**src/rtl/name_match_monitor_if.sv**
```systemverilog
// Bundles the detector-side input and statistics outputs of name_match_monitor.
// The master drives clr/eureka and observes the results; the slave is the monitor itself.
interface name_match_monitor_if #(
   parameter int unsigned CNT_W = 8
);
   logic             clr;
   logic [7:0]       eureka;
   logic [3:0]       progress;
   logic             match_pulse;
   logic [CNT_W-1:0] match_count;
   logic [CNT_W-1:0] near_miss_count;
   logic [3:0]       best_progress;
   logic             led;
   logic             code_err;

   modport master (
      output clr, eureka,
      input  progress, match_pulse, match_count, near_miss_count, best_progress, led, code_err
   );

   modport slave (
      input  clr, eureka,
      output progress, match_pulse, match_count, near_miss_count, best_progress, led, code_err
   );
endinterface

```
**src/rtl/name_match_monitor.sv**
```systemverilog
// Decodes the RITUSHREE detector's eureka progress code and keeps match/near-miss
// statistics, best progress, a sticky illegal-code flag and a stretched LED.
module name_match_monitor #(
   parameter int unsigned CNT_W    = 8,
   parameter int unsigned STRETCH  = 16,
   parameter int unsigned NEAR_MIN = 5
) (
   input logic                clk,
   input logic                rst,
   name_match_monitor_if.slave bus
);
   localparam int unsigned SW = $clog2(STRETCH + 1);
   localparam logic [3:0]  NearMin = 4'(NEAR_MIN);
   localparam logic [SW-1:0] StretchLoad = SW'(STRETCH);

   logic [3:0]       cur;
   logic             illegal;
   logic             match;
   logic             near_miss;

   logic [3:0]       progress_q, progress_d;
   logic             match_pulse_q, match_pulse_d;
   logic [CNT_W-1:0] match_count_q, match_count_d;
   logic [CNT_W-1:0] near_miss_q, near_miss_d;
   logic [3:0]       best_q, best_d;
   logic             code_err_q, code_err_d;
   logic [SW-1:0]    stretch_q, stretch_d;

   always_comb begin
      cur     = 4'd0;
      illegal = 1'b0;
      case (bus.eureka)
         8'h00:   cur = 4'd0;
         8'h80:   cur = 4'd1;
         8'hC0:   cur = 4'd2;
         8'hE0:   cur = 4'd3;
         8'hF0:   cur = 4'd4;
         8'hF8:   cur = 4'd5;
         8'hFC:   cur = 4'd6;
         8'hFE:   cur = 4'd7;
         8'hFF:   cur = 4'd8;
         8'h01:   cur = 4'd9;
         default: illegal = 1'b1;
      endcase
   end

   // The progress register doubles as the previous sample for the event tests.
   assign match     = (cur == 4'd9) && (progress_q != 4'd9);
   assign near_miss = (progress_q >= NearMin) && (progress_q <= 4'd8) && (cur < progress_q);

   always_comb begin
      progress_d    = cur;
      match_pulse_d = match;
      match_count_d = match_count_q;
      near_miss_d   = near_miss_q;
      best_d        = (cur > best_q) ? cur : best_q;
      code_err_d    = code_err_q | illegal;
      stretch_d     = stretch_q;

      if (match && (match_count_q != '1)) match_count_d = match_count_q + 1'b1;
      if (near_miss && (near_miss_q != '1)) near_miss_d = near_miss_q + 1'b1;

      if (match) begin
         stretch_d = StretchLoad;
      end else if (stretch_q != '0) begin
         stretch_d = stretch_q - 1'b1;
      end

      // clr discards any same-cycle event; progress keeps tracking eureka.
      if (bus.clr) begin
         match_pulse_d = 1'b0;
         match_count_d = '0;
         near_miss_d   = '0;
         best_d        = 4'd0;
         code_err_d    = 1'b0;
         stretch_d     = '0;
      end
   end

   always_ff @(posedge clk or posedge rst) begin
      if (rst) begin
         progress_q    <= 4'd0;
         match_pulse_q <= 1'b0;
         match_count_q <= '0;
         near_miss_q   <= '0;
         best_q        <= 4'd0;
         code_err_q    <= 1'b0;
         stretch_q     <= '0;
      end else begin
         progress_q    <= progress_d;
         match_pulse_q <= match_pulse_d;
         match_count_q <= match_count_d;
         near_miss_q   <= near_miss_d;
         best_q        <= best_d;
         code_err_q    <= code_err_d;
         stretch_q     <= stretch_d;
      end
   end

   assign bus.progress        = progress_q;
   assign bus.match_pulse     = match_pulse_q;
   assign bus.match_count     = match_count_q;
   assign bus.near_miss_count = near_miss_q;
   assign bus.best_progress   = best_q;
   assign bus.code_err        = code_err_q;
   assign bus.led             = (stretch_q != '0);
endmodule

```
**src/flat_wrapper.sv**
```systemverilog
// flat-port wrapper written by rule: the top's interface ports become plain ports
module name_match_monitor_flat 
#(
   parameter int unsigned CNT_W    = 8,
   parameter int unsigned STRETCH  = 16,
   parameter int unsigned NEAR_MIN = 5
)
  (clk, rst, bus_clr, bus_eureka, bus_progress, bus_match_pulse, bus_match_count, bus_near_miss_count, bus_best_progress, bus_led, bus_code_err);
  name_match_monitor_if #(.CNT_W(CNT_W)) bus_i ();
  input logic clk;
  input logic rst;
  input wire logic [$bits(bus_i.clr)-1:0] bus_clr;
  input wire logic [$bits(bus_i.eureka)-1:0] bus_eureka;
  output wire logic [$bits(bus_i.progress)-1:0] bus_progress;
  output wire logic [$bits(bus_i.match_pulse)-1:0] bus_match_pulse;
  output wire logic [$bits(bus_i.match_count)-1:0] bus_match_count;
  output wire logic [$bits(bus_i.near_miss_count)-1:0] bus_near_miss_count;
  output wire logic [$bits(bus_i.best_progress)-1:0] bus_best_progress;
  output wire logic [$bits(bus_i.led)-1:0] bus_led;
  output wire logic [$bits(bus_i.code_err)-1:0] bus_code_err;
  assign bus_i.clr = bus_clr;
  assign bus_i.eureka = bus_eureka;
  assign bus_progress = bus_i.progress;
  assign bus_match_pulse = bus_i.match_pulse;
  assign bus_match_count = bus_i.match_count;
  assign bus_near_miss_count = bus_i.near_miss_count;
  assign bus_best_progress = bus_i.best_progress;
  assign bus_led = bus_i.led;
  assign bus_code_err = bus_i.code_err;
  name_match_monitor #(.CNT_W(CNT_W), .STRETCH(STRETCH), .NEAR_MIN(NEAR_MIN)) u_core (.clk(clk), .rst(rst), .bus(bus_i));
endmodule
```
**config.mk**
```make
export PLATFORM = sky130hd
export DESIGN_NAME = name_match_monitor_flat
export DESIGN_NICKNAME = d
export VERILOG_FILES = /design/src/rtl/name_match_monitor_if.sv /design/src/rtl/name_match_monitor.sv /design/src/flat_wrapper.sv
export SDC_FILE = /design/constraint.sdc
export NUM_CORES = 1
export LEC_CHECK = 0
export BUFFER_PORTS_ARGS = -buffer_cell sky130_fd_sc_hd__buf_2
export CAP_MARGIN = 20
export CORE_UTILIZATION = 55
export CTS_CLUSTER_DIAMETER = 60
export CTS_CLUSTER_SIZE = 24
export DETAILED_ROUTE_END_ITERATION = 8
export GPL_ROUTABILITY_DRIVEN = 0
export PLACE_DENSITY = 0.82
export SLEW_MARGIN = 10
export SYNTH_ARGS = -nofsm -noshare
export SYNTH_HDL_FRONTEND = slang
export SYNTH_SLANG_ARGS = --single-unit
```
**constraint.sdc**
```tcl
create_clock -name clk -period 2.7 [get_ports clk]
set_clock_uncertainty 0.2 [all_clocks]
set_input_delay 0.405 -clock clk [delete_from_list [all_inputs] [get_ports clk]]
set_output_delay 0.405 -clock clk [all_outputs]
set_load 0.1 [all_outputs]
```
; ---- Yosys cells after proc, flatten, opt, wreduce, memory -nomap -nowiden
; Index checks and enable logic that the tools add are counted.
[classes]
muxes = 13
bitwise = 1
n_addsub = 3
magnitude_cmp = 4
n_eq_ne = 13
n_reduce_logical = 12
[op_table]
columns = cell, n
row1 = $eq A8 B8 Y1 const B, 8
row2 = $pmux W4 S9, 1
row3 = $mux W8, 4
row4 = $add A8 B1 Y8 const B, 2
row5 = $ne A8 B8 Y1 const B, 2
row6 = $mux W5, 3
row7 = $reduce_or A10 Y1, 1
row8 = $eq A8 B1 Y1 const B, 1
row9 = $logic_not A8 Y1, 1
row10 = $mux W4, 2
row11 = $reduce_bool A2 Y1, 3
row12 = $logic_and A1 B1 Y1, 5
row13 = $reduce_bool A5 Y1, 1
row14 = $sub A5 B1 Y5 const B, 1
row15 = $eq A4 B4 Y1 const B, 1
row16 = $ge A4 B3 Y1 const B, 1
row17 = $gt A4 B4 Y1, 1
row18 = $le A4 B4 Y1 const B, 1
row19 = $lt A4 B4 Y1, 1
row20 = $ne A4 B4 Y1 const B, 1
row21 = $mux W1, 3
row22 = $reduce_bool A3 Y1, 1
row23 = $or A1 B1 Y1, 1
[totals]
ff_bits = 31
word_cells = 53
input_bits = 11

; ---- Depth between registers and ports, before layout
; Gate-level depths: netlist of the first run.
[logic_depth]
depth_word = 7
depth_mapped = 10

; ---- Worst setup path after synthesis of the first run
; No wires, ideal clock.
[synth_timing]
kind = input to register
from = input bus_eureka[1]
to = register u_core.near_miss_q[3] (netlist: u_core.bus.near_miss_count[3])
arrival_time_ns = 2.603
path_stages = 8
path_slack_ns = -0.228
required_ns = 2.375
path_buffers = 0
setup_time_ns = 0.125
cell_sequence = or4_4 nor4_4 o21a_1 ha_1 a21oi_1 nand3_1 a211oi_1 mux2_2
[synth_via]
elab_chain_len = 6
[synth_lines]
columns = element, line_no
row1 = start: declaration, flat_wrapper.sv:13  ; input wire logic [$bits(bus_i.eureka)-1:0] bus_eureka;
row2 = $eq A8 B1 Y1 / $eq A8 B8 Y1 (equally long branches), name_match_monitor.sv:32  ; case (bus.eureka)
row3 = $pmux W4 S9 *, name_match_monitor.sv:32
row4 = via u_core.cur[3], name_match_monitor.sv:16  ; logic [3:0] cur;
row5 = $lt A4 B4 Y1 *, name_match_monitor.sv:49  ; assign near_miss = (progress_q >= NearMin) && (progress_q <= 4'd8) && (cur < progress_q);
row6 = $logic_and A1 B1 Y1 *, name_match_monitor.sv:49
row7 = $logic_and A1 B1 Y1 *, name_match_monitor.sv:61  ; if (near_miss && (near_miss_q != '1)) near_miss_d = near_miss_q + 1'b1;
row8 = $reduce_bool A2 Y1 (no line) *, -
row9 = end signal: assignment, name_match_monitor.sv:93  ; near_miss_q <= near_miss_d;
row10 = end: declaration, name_match_monitor.sv:24  ; logic [CNT_W-1:0] near_miss_q, near_miss_d;
; The timed path passes the listed nets; every way through them passes the cells marked *.
; A chain may end at the register's enable or synchronous reset.

; ---- Worst setup path in the final report of the first run
[layout_timing]
from = input bus_eureka[1]
to = register u_core.near_miss_q[5] (netlist: u_core.bus.near_miss_count[5])
; Same word-level chain as after synthesis.

==> flow_metrics.tcl, run 1 <==
set metrics [dict create \
    outcome "completed" \
    worst_slew_pin_slew_ps 591 \
    p_int_uw 744 \
    drtPass1Iterations 4 \
    synth_edf_count 0 \
    wl_per_cell_microns 12.9 \
    overflow 0 \
    critPathArrivalTime_ps 2610 \
    start_util_pct 57.4 \
    die_y_microns 61.0 \
    wl_met2_microns 1950 \
    worstSetupStartpointType "input pin" \
    relSlewSlack_pct 60.6 \
    finalWirelength_microns 3900 \
    hold_viol_final 0 \
    p_per_area_nw_per_um2 540 \
    setup_viol 0 \
    vias 1675 \
    clk_pin_slew_worst_paths_ps 120 \
    p_leak_nw 1.07 \
    ant_nets 0 \
    viasPerCell 5.55 \
    synth_area_leaders "dfrtp_1 40%, ha_1 7.2%, a21oi_1 4.4%" \
    p_clk_share_pct 22.9 \
    synth_common_cells "31 x dfrtp_1, 22 x nor2_1, 17 x a21oi_1" \
    ir_drop_v 0.000457 \
    crit_type "in2reg" \
    maxCapViolCount 0 \
    num-fill-cells 288 \
    htreeDepth 2 \
    crit_required_ps 2740 \
    hold_end "u_core.bus.progress[1]$_DFF_PP0_" \
    reg2reg_depth 6 \
    grt_usage_pct 22.3 \
    drt_iter0_markers 60 \
    m1WireLength_microns 1760 \
    layout_setup_ws_ps 132 \
    ios 38 \
    synthArstFlopShare_pct 100 \
    yosysMostFrequentCell "dfrtp_1" \
    numPortBuffers 37 \
    period_share_pct 95.1 \
    drv_slew 0 \
    cts_setup_buffers 0 \
    synth_ff_type "dfrtp_1" \
    syn_area_sq_um 1920 \
    synth_cell_types 44 \
    ys_seq_elements 31 \
    clock_path_buffers 2 \
    r2r_start "u_core.bus.match_count[0]$_DFFE_PP0P_" \
    core_sq_um 3340 \
    p_total_mw 1.27 \
    hp-class "in2reg" \
    synth.top_cell.area_share_pct 40.5 \
    power.share.sequential_pct 42.5 \
    grt_max_degree 36 \
    cts.sinks 31 \
    clk_latency_ps 350 \
    root_buffer "clkbuf_4" \
    layout_min_cycle_time_ps 2570 \
    crit_path_end_kind "register" \
    maxUsedRoutingLayer "met4" \
    preCtsSetupSlack_ps -236 \
    switching_share_pct 41.3 \
    grt_pass1_wl_microns 6000 \
    wl_met3_microns 132 \
    layout-drive-gt1-share_pct 30.9 \
    row_count 21 \
    place_hpwl_microns 2880 \
    area_growth_pct 22.4 \
    avgSynthCellArea_sq_um 9.58 \
    drc 0 \
    nNetsFinal 277 \
    min_from "bus_eureka[0]" \
    grt_pass1_vias 1425 \
    antenna_cells 0 \
    combinationalPowerShare_pct 34.6 \
    dieArea_sq_um 3720 \
    cts_buffers 5 \
    rsz0062_at_grt "false" \
    critPathMaxFanout 7 \
    ys_seq_area_share_pct 40.5 \
    cts_tree "done" \
    syn_nets 222 \
    antenna_found_initial 0 \
    timing.fmax_mhz 389 \
    tns_ps 0 \
    synth_top_area_cell "dfrtp_1" \
    min_delay_path_depth 3 \
    rrSetupSlack_ps 580 \
    fp.dieW_microns 61.0 \
    syn_inst 200 \
    timing.rr.end "u_core.bus.match_count[5]$_DFFE_PP0P_" \
    p_sw_uw 523 \
    synth_warnings 0 \
]
## how the worst max path moves through the flow
stage,slack [ps],to,cells past startpoint,startpoint
floorplan,-130,u_core.bus.near_miss_count[5]$_DFFE_PP0P_,8,bus_eureka[1]
global placement,-200,u_core.bus.near_miss_count[5]$_DFFE_PP0P_,9,bus_eureka[1]
detailed placement,-240,u_core.bus.near_miss_count[5]$_DFFE_PP0P_,7,bus_eureka[1]
CTS,140,u_core.bus.near_miss_count[5]$_DFFE_PP0P_,7,bus_eureka[1]
global route,10,u_core.bus.near_miss_count[5]$_DFFE_PP0P_,9,bus_eureka[1]
finish,130,u_core.bus.near_miss_count[5]$_DFFE_PP0P_,7,bus_eureka[1]
## placed cells by master, fill, tap and decap left out, types with 2 or more instances in the layout
cell type   count
a211oi_1        4
a211oi_2        2
a21oi_1        15
and2_1          2
and3_1          3
and4_1          2
buf_2          37
buf_4          14
clkbuf_4        5
clkinvlp_4      2
dfrtp_1        31
ha_1           10
inv_1          14
mux2_2          6
mux2i_1         6
nand2_1         7
nand2b_1        4
nand3_1         7
nand3_2         2
nand4_1         6
nor2_1         22
nor2b_1         8
nor3_1          3
o21ai_0         4
o31ai_1         5
or3_1           3
or4_1           4
xnor2_1         2
xor2_1          4
## layout make-up
type | instances | area (sq um) | area share (%)
Tap cell | 46 | 57.6 | 2.45
Clock buffer | 5 | 37.5 | 1.60
Sequential cell | 31 | 776 | 33.1
Inverter | 14 | 52.6 | 2.24
Multi-Input combinational cell | 151 | 1100 | 46.8
Timing Repair Buffer | 52 | 300 | 12.8
Clock inverter | 3 | 23.8 | 1.01
## per-stage QoR
| step | util [%] | cell area (sq um) | hold WS, ps | std cells |
|---|---|---|---|---|
| after floorplan | - | 1960 | 309 | 200 |
| after global placement | 68.1 | 2270 | 298 | 293 |
| after detailed placement | 68.1 | 2270 | 304 | 293 |
| after CTS | 70.3 | 2340 | 255 | 302 |
| after global routing | 70.3 | 2340 | 271 | 302 |
| final | 70.3 | 2340 | 268 | 302 |
## timing repair
action,4_1_cts,5_1_grt
endpoints found under the hold margin,31,0
hold buffers,1,0
resized for setup,0,0
## kinds of logic (layout without fill, tap and decap cells)
group / after synthesis / count (layout) / share of synthesized area [%]
adders and majority gates: 11 / 11 / 7.18
muxes: 13 / 13 / 7.25
and+or+nand+nor: 82 / 82 / 24.8
buffers and inverters: 18 / 74 / 4.64
DFF: 31 / 31 / 40.5
xor gates and xnor gates: 6 / 6 / 2.74
AOI/OAI and AO/OA: 39 / 39 / 12.9
## critical path, stage by stage
cell and delay [ps]:
buf_2 100, or4_4 550, a211oi_1 330, ha_1 290, o211a_1 310, a211oi_1 260, mux2_2 360
## layer usage
metal / track usage (%) / vias to the layer above
li1: - / 841
met1: 28.1 / 801
met2: 36.9 / 28
met3: 5.67 / 5
met4: 8.77 / 0
met5: 0 / -
## power groups by stage
stage	registers [mW]	logic [mW]	clock network, mW
final	0.538	0.438	0.291
after global routing	0.543	0.482	0.314
after CTS	0.538	0.444	0.298
after detailed placement	0.547	0.442	0
after global placement	0.545	0.423	0
after floorplan	0.581	0.316	0
## state kept, by name, summed over array words and instances (netlist names)
register	flops
u_core.bus.match_pulse	1
u_core.bus.code_err	1
u_core.bus.near_miss_count	8
u_core.bus.progress	4
u_core.bus.match_count	8
u_core.stretch_q	5
u_core.bus.best_progress	4
No activity file was read; power rests on OpenSTA's default activity.
==> inputs of run 2 (changes only) <==
==> constraint.sdc (replaced) <==
create_clock -name clk -period 3.1 [get_ports clk]
set_clock_uncertainty 0.2 [all_clocks]
set_input_delay 0.465 -clock clk [delete_from_list [all_inputs] [get_ports clk]]
set_output_delay 0.465 -clock clk [all_outputs]
set_load 0.1 [all_outputs]
==> run 2 against run 1 <==
Compared with the run above: the run now ends with negative hold slack left; clock-buffer cell count rose by 1; final cell count fell by 1.3%; die area did not move; sequential share of layout area rose by 0.89 points; critical path type unchanged; worst hold slack got worse by 280 ps; critical path depth rose by 2; sequential power fell by 13%; wire length rose by 1.0%.
==> flow_metrics.tcl, run 2 (synthesis gave the netlist of run 1 again) <==
set metrics [dict create \
    cts_tree "done" \
    drtPass1Iterations 4 \
    critPathMaxFanout 5 \
    numPortBuffers 37 \
    placed_area_sq_um 2210 \
    hp-class "in2async" \
    crit_type "in2reg" \
    crit_chain "buf_2, or4_4, nor4_4, o21a_1, ha_1, a21oi_1, nand3_1, a211oi_1, mux2_2" \
    final_common_cell "buf_2" \
    grt_max_degree 36 \
    clk_latency_ps 320 \
    place_hpwl_microns 2940 \
    antenna_cells 0 \
    mostFrequentLayoutCells "37 x buf_2, 31 x dfrtp_1, 22 x nor2_1" \
    overflow 0 \
    ant_nets 0 \
    p_total_mw 1.15 \
    period_share_pct 90.0 \
    nNetsFinal 274 \
    violations "negative hold slack" \
    drv_slew 0 \
    wl_per_cell_microns 13.2 \
    drt_iter0_markers 72 \
    ir_drop_v 0.000248 \
    final_cells 298 \
    postLayoutCoreUtil_pct 68.4 \
    cts.sinks 31 \
    cts_buffers 5 \
    cts_setup_buffers 0 \
    hold_viol_final 10 \
    finalWirelength_microns 3940 \
    outcome "finished with violations" \
    viasPerCell 5.54 \
    vias 1652 \
    crit_buf_inv 1 \
    layout_min_cycle_time_ps 2790 \
    relSlewSlack_pct 58.9 \
    dieArea_sq_um 3720 \
    rsz0062_at_grt "false" \
    cts_resized 0 \
    layout-drive-gt1-share_pct 27.4 \
    grt_usage_pct 23.4 \
    max_stage_delay_ps 560 \
    p_per_area_nw_per_um2 503 \
    fp.dieW_microns 61.0 \
    worstSetupStartpointType "input pin" \
    ios 38 \
    root_buffer "clkbuf_4" \
    core_sq_um 3340 \
    stdcell_area_sq_um 2280 \
    clk_pin_slew_worst_paths_ps 100 \
    crit_slowest_cell "or4_4" \
    setup_viol 0 \
    critPathTopFamily "simple AND/OR/NAND/NOR gates" \
    grt_pass1_vias 1460 \
    worst_slew_pin_slew_ps 616 \
    p_leak_nw 1.06 \
    area_growth_pct 19.2 \
    grt_pass1_wl_microns 6270 \
    antenna_found_initial 0 \
    maxCapViolCount 0 \
    timing.fmax_mhz 359 \
    die_y_microns 61.0 \
    dp_cells 291 \
    clock_path_buffers 2 \
    start_util_pct 57.4 \
    crit_path_end_kind "register" \
    whs_ps -7.10 \
    crit_required_ps 3120 \
    drc 0 \
    ctsHoldBuffers 0 \
    htreeDepth 2 \
    row_count 21 \
    critPathArrivalTime_ps 2810 \
]
-- run 2: worst reg2reg max path, cell delays in order, from the launching register on --
cell and delay (ps):
dfrtp_1 400, or2b_2 320, mux2i_1 270, nand3_1 230, a211oi_1 300, mux2_2 370
-- run 2: metrics by stage --
stage | hold WS [ps] | worst slack (ps) | TNS (ps)
2_1_floorplan | 347 | 112 | 0
3_3_place_gp | 268 | 72.4 | 0
3_5_place_dp | 281 | -26.1 | -54.5
4_1_cts | 3.27 | 338 | 0
5_1_grt | 28.9 | 216 | 0
6_report | -7.10 | 311 | 0
-- run 2: worst paths after layout --
path,endpoint,startpoint,depth (start not counted),slack [ps]
worst max register to register,u_core.bus.near_miss_count[3]$_DFFE_PP0P_,u_core.bus.progress[3]$_DFF_PP0_,5,920
worst max-delay path,u_core.bus.near_miss_count[3]$_DFFE_PP0P_,bus_eureka[1],9,310
max in group asynchronous,u_core.bus.progress[0]$_DFF_PP0_,rst,3,2410
worst min-delay path,u_core.bus.near_miss_count[4]$_DFFE_PP0P_,rst,3,-7
min in group clk,u_core.bus.code_err$_DFF_PP0_,u_core.bus.code_err$_DFF_PP0_,2,300
worst min register to register,u_core.bus.code_err$_DFF_PP0_,u_core.bus.code_err$_DFF_PP0_,2,300
-- run 2: power by group --
group | total (mW) | internal [mW] | switching, mW
logic | 0.381 | 0.122 | 0.259
registers | 0.468 | 0.440 | 0.0284
clock network | 0.300 | 0.166 | 0.134
total | 1.15 | 0.728 | 0.421
-- run 2: layer usage --
layer	vias up	global-route usage, %	share of wire, %
li1	829	-	-
met1	770	28.4	44
met3	8	6.72	5.1
met5	-	0	0
met2	45	39.2	49
met4	0	9.74	2.0
-- run 2: area by class of cell --
class / count / area, sq um
clock buffer: 6 / 41.3
clock inverter: 1 / 30.0
fill: 286 / 1050
inverter: 14 / 52.6
multi-input combinational: 151 / 1050
sequential: 31 / 776
tap: 46 / 57.6
timing repair buffer: 49 / 275
==> inputs of run 3 (changes only) <==
--- a/config.mk
+++ b/config.mk
@@ -7,11 +7,14 @@
 export LEC_CHECK = 0
 export BUFFER_PORTS_ARGS = -buffer_cell sky130_fd_sc_hd__buf_2
 export CAP_MARGIN = 20
+export CORE_ASPECT_RATIO = 0.6
+export CORE_MARGIN = 2
 export CORE_UTILIZATION = 55
 export CTS_CLUSTER_DIAMETER = 60
 export CTS_CLUSTER_SIZE = 24
 export DETAILED_ROUTE_END_ITERATION = 8
 export GPL_ROUTABILITY_DRIVEN = 0
+export MAX_ROUTING_LAYER = met4
 export PLACE_DENSITY = 0.82
 export SLEW_MARGIN = 10
 export SYNTH_ARGS = -nofsm -noshare
==> run 3 against run 2 <==
Compared with the run above: the flow now finishes without violations; core utilization rose by 1.8 points; global-route usage up 0.67 points; clock-buffer cell count decreased by 1; combinational power rose by 3%; total power grew 3.2%; first-iteration DRC count increased by 56%; critical path type unchanged; critical endpoint is now u_core.bus.near_miss_count[4]$_DFFE_PP0P_; largest power group unchanged.
==> flow_metrics.tcl, run 3 (synthesis gave the netlist of run 1 again) <==
set metrics [dict create \
    outcome "completed" \
    r2r_start "u_core.bus.progress[2]$_DFF_PP0_" \
    timing.fmax_mhz 354 \
    crit_chain "buf_2, or4_4, nor4_4, o21a_1, ha_1, a21oi_1, nand3_1, a211oi_1, mux2_2" \
    crit_slowest_cell "or4_4" \
    viasPerCell 5.52 \
    crit_path_end_kind "register" \
    cts_buffers 5 \
    grt_usage_pct 24.1 \
    p_leak_nw 1.07 \
    rsz0062_at_grt "false" \
    worst_slew_pin_slew_ps 577 \
    clk_pin_slew_worst_paths_ps 70 \
    drc 0 \
    core_sq_um 3280 \
    worstSetupStartpointType "input pin" \
    setup_viol 0 \
    start_util_pct 58.3 \
    ir_drop_v 0.000342 \
    stdcell_area_sq_um 2310 \
    clk_latency_ps 290 \
    critPathArrivalTime_ps 2800 \
    placed_area_sq_um 2220 \
    root_buffer "clkbuf_8" \
    tns_ps 0 \
    hp-class "in2async" \
    critPathMaxFanout 5 \
    period_share_pct 91.1 \
    drv_slew 0 \
    drt_iter0_markers 112 \
    rrSetupSlack_ps 900 \
    final_common_cell "buf_2" \
    mostFrequentLayoutCells "37 x buf_2, 31 x dfrtp_1, 22 x nor2_1" \
    layout_min_cycle_time_ps 2820 \
    relSlewSlack_pct 61.6 \
    hold_viol_final 0 \
    cts_setup_buffers 0 \
    grt_pass1_wl_microns 7020 \
    place_hpwl_microns 3160 \
    p_total_mw 1.19 \
    grt_max_degree 36 \
    p_per_area_nw_per_um2 514 \
    cts_resized 0 \
    dieArea_sq_um 3990 \
    timing.rr.end "u_core.bus.near_miss_count[4]$_DFFE_PP0P_" \
    reg2reg_depth 5 \
    crit_required_ps 3080 \
    ant_nets 0 \
    nNetsFinal 275 \
    row_count 16 \
    vias 1650 \
    wl_per_cell_microns 14.1 \
    ios 38 \
    max_stage_delay_ps 560 \
    grt_pass1_vias 1492 \
    numPortBuffers 37 \
    antenna_cells 0 \
    ctsHoldBuffers 0 \
    dp_cells 291 \
    die_y_microns 49.7 \
    final_cells 299 \
    area_growth_pct 20.4 \
    htreeDepth 2 \
    antenna_found_initial 0 \
    overflow 0 \
    drtPass1Iterations 4 \
    finalWirelength_microns 4220 \
    crit_type "in2reg" \
    clock_path_buffers 2 \
    cts.sinks 31 \
    cts_tree "done" \
    maxCapViolCount 0 \
    layout-drive-gt1-share_pct 28.3 \
    fp.dieW_microns 80.2 \
]
## run 3: final cells by class
| class | instances | area [sq um] |
|---|---|---|
| clock buffer | 5 | 68.8 |
| clock inverter | 3 | 20.0 |
| fill | 248 | 976 |
| inverter | 14 | 52.6 |
| multi-input combinational | 151 | 1050 |
| sequential | 31 | 776 |
| tap | 45 | 56.3 |
| timing repair buffer | 50 | 283 |
## run 3: worst max-delay path: cells and delay by family
family          cells  cell delay, ps
compound gates      3             690
buf+inv             1             110
simple gates        3             940
mux                 1             360
fa+ha+maj           1             240
## run 3: per-stage QoR
stage | setup WS, ps | utilization (%) | hold WS [ps]
6_report | 276 | 70.3 | 30.4
5_1_grt | 84.3 | 70.3 | 77.3
4_1_cts | 298 | 70.3 | 43.9
3_5_place_dp | 0.136 | 67.6 | 294
3_3_place_gp | 64.4 | 67.6 | 288
2_1_floorplan | 112 | - | 347
## run 3: worst max-delay path by stage
stage / slack, ps / endpoint / startpoint / cells after the start
after floorplan: 110 / u_core.bus.near_miss_count[3]$_DFFE_PP0P_ / bus_eureka[1] / 8
after global routing: 80 / u_core.bus.best_progress[1]$_DFFE_PP0P_ / bus_eureka[1] / 13
after CTS: 300 / u_core.bus.near_miss_count[4]$_DFFE_PP0P_ / bus_eureka[1] / 9
final: 280 / u_core.bus.near_miss_count[4]$_DFFE_PP0P_ / bus_eureka[1] / 9
after detailed placement: 0.1 / u_core.bus.near_miss_count[4]$_DFFE_PP0P_ / bus_eureka[1] / 9
after global placement: 60 / u_core.bus.near_miss_count[4]$_DFFE_PP0P_ / bus_eureka[1] / 9
## run 3: power breakdown
group          leakage, nW  switching (mW)  total [mW]  internal [mW]
Clock               0.0402           0.166       0.322          0.156
Combinational        0.605           0.267       0.393          0.126
Sequential           0.425          0.0309       0.471          0.440
Total                 1.07           0.464        1.19          0.722
## run 3: layer usage
layer	vias to the layer above	global-route usage, %	routed length, microns
li1	837	-	-
met1	768	35.9	2270
met2	38	31.4	1680
met3	7	5.68	201
met4	0	9.32	68
met5	-	-	0
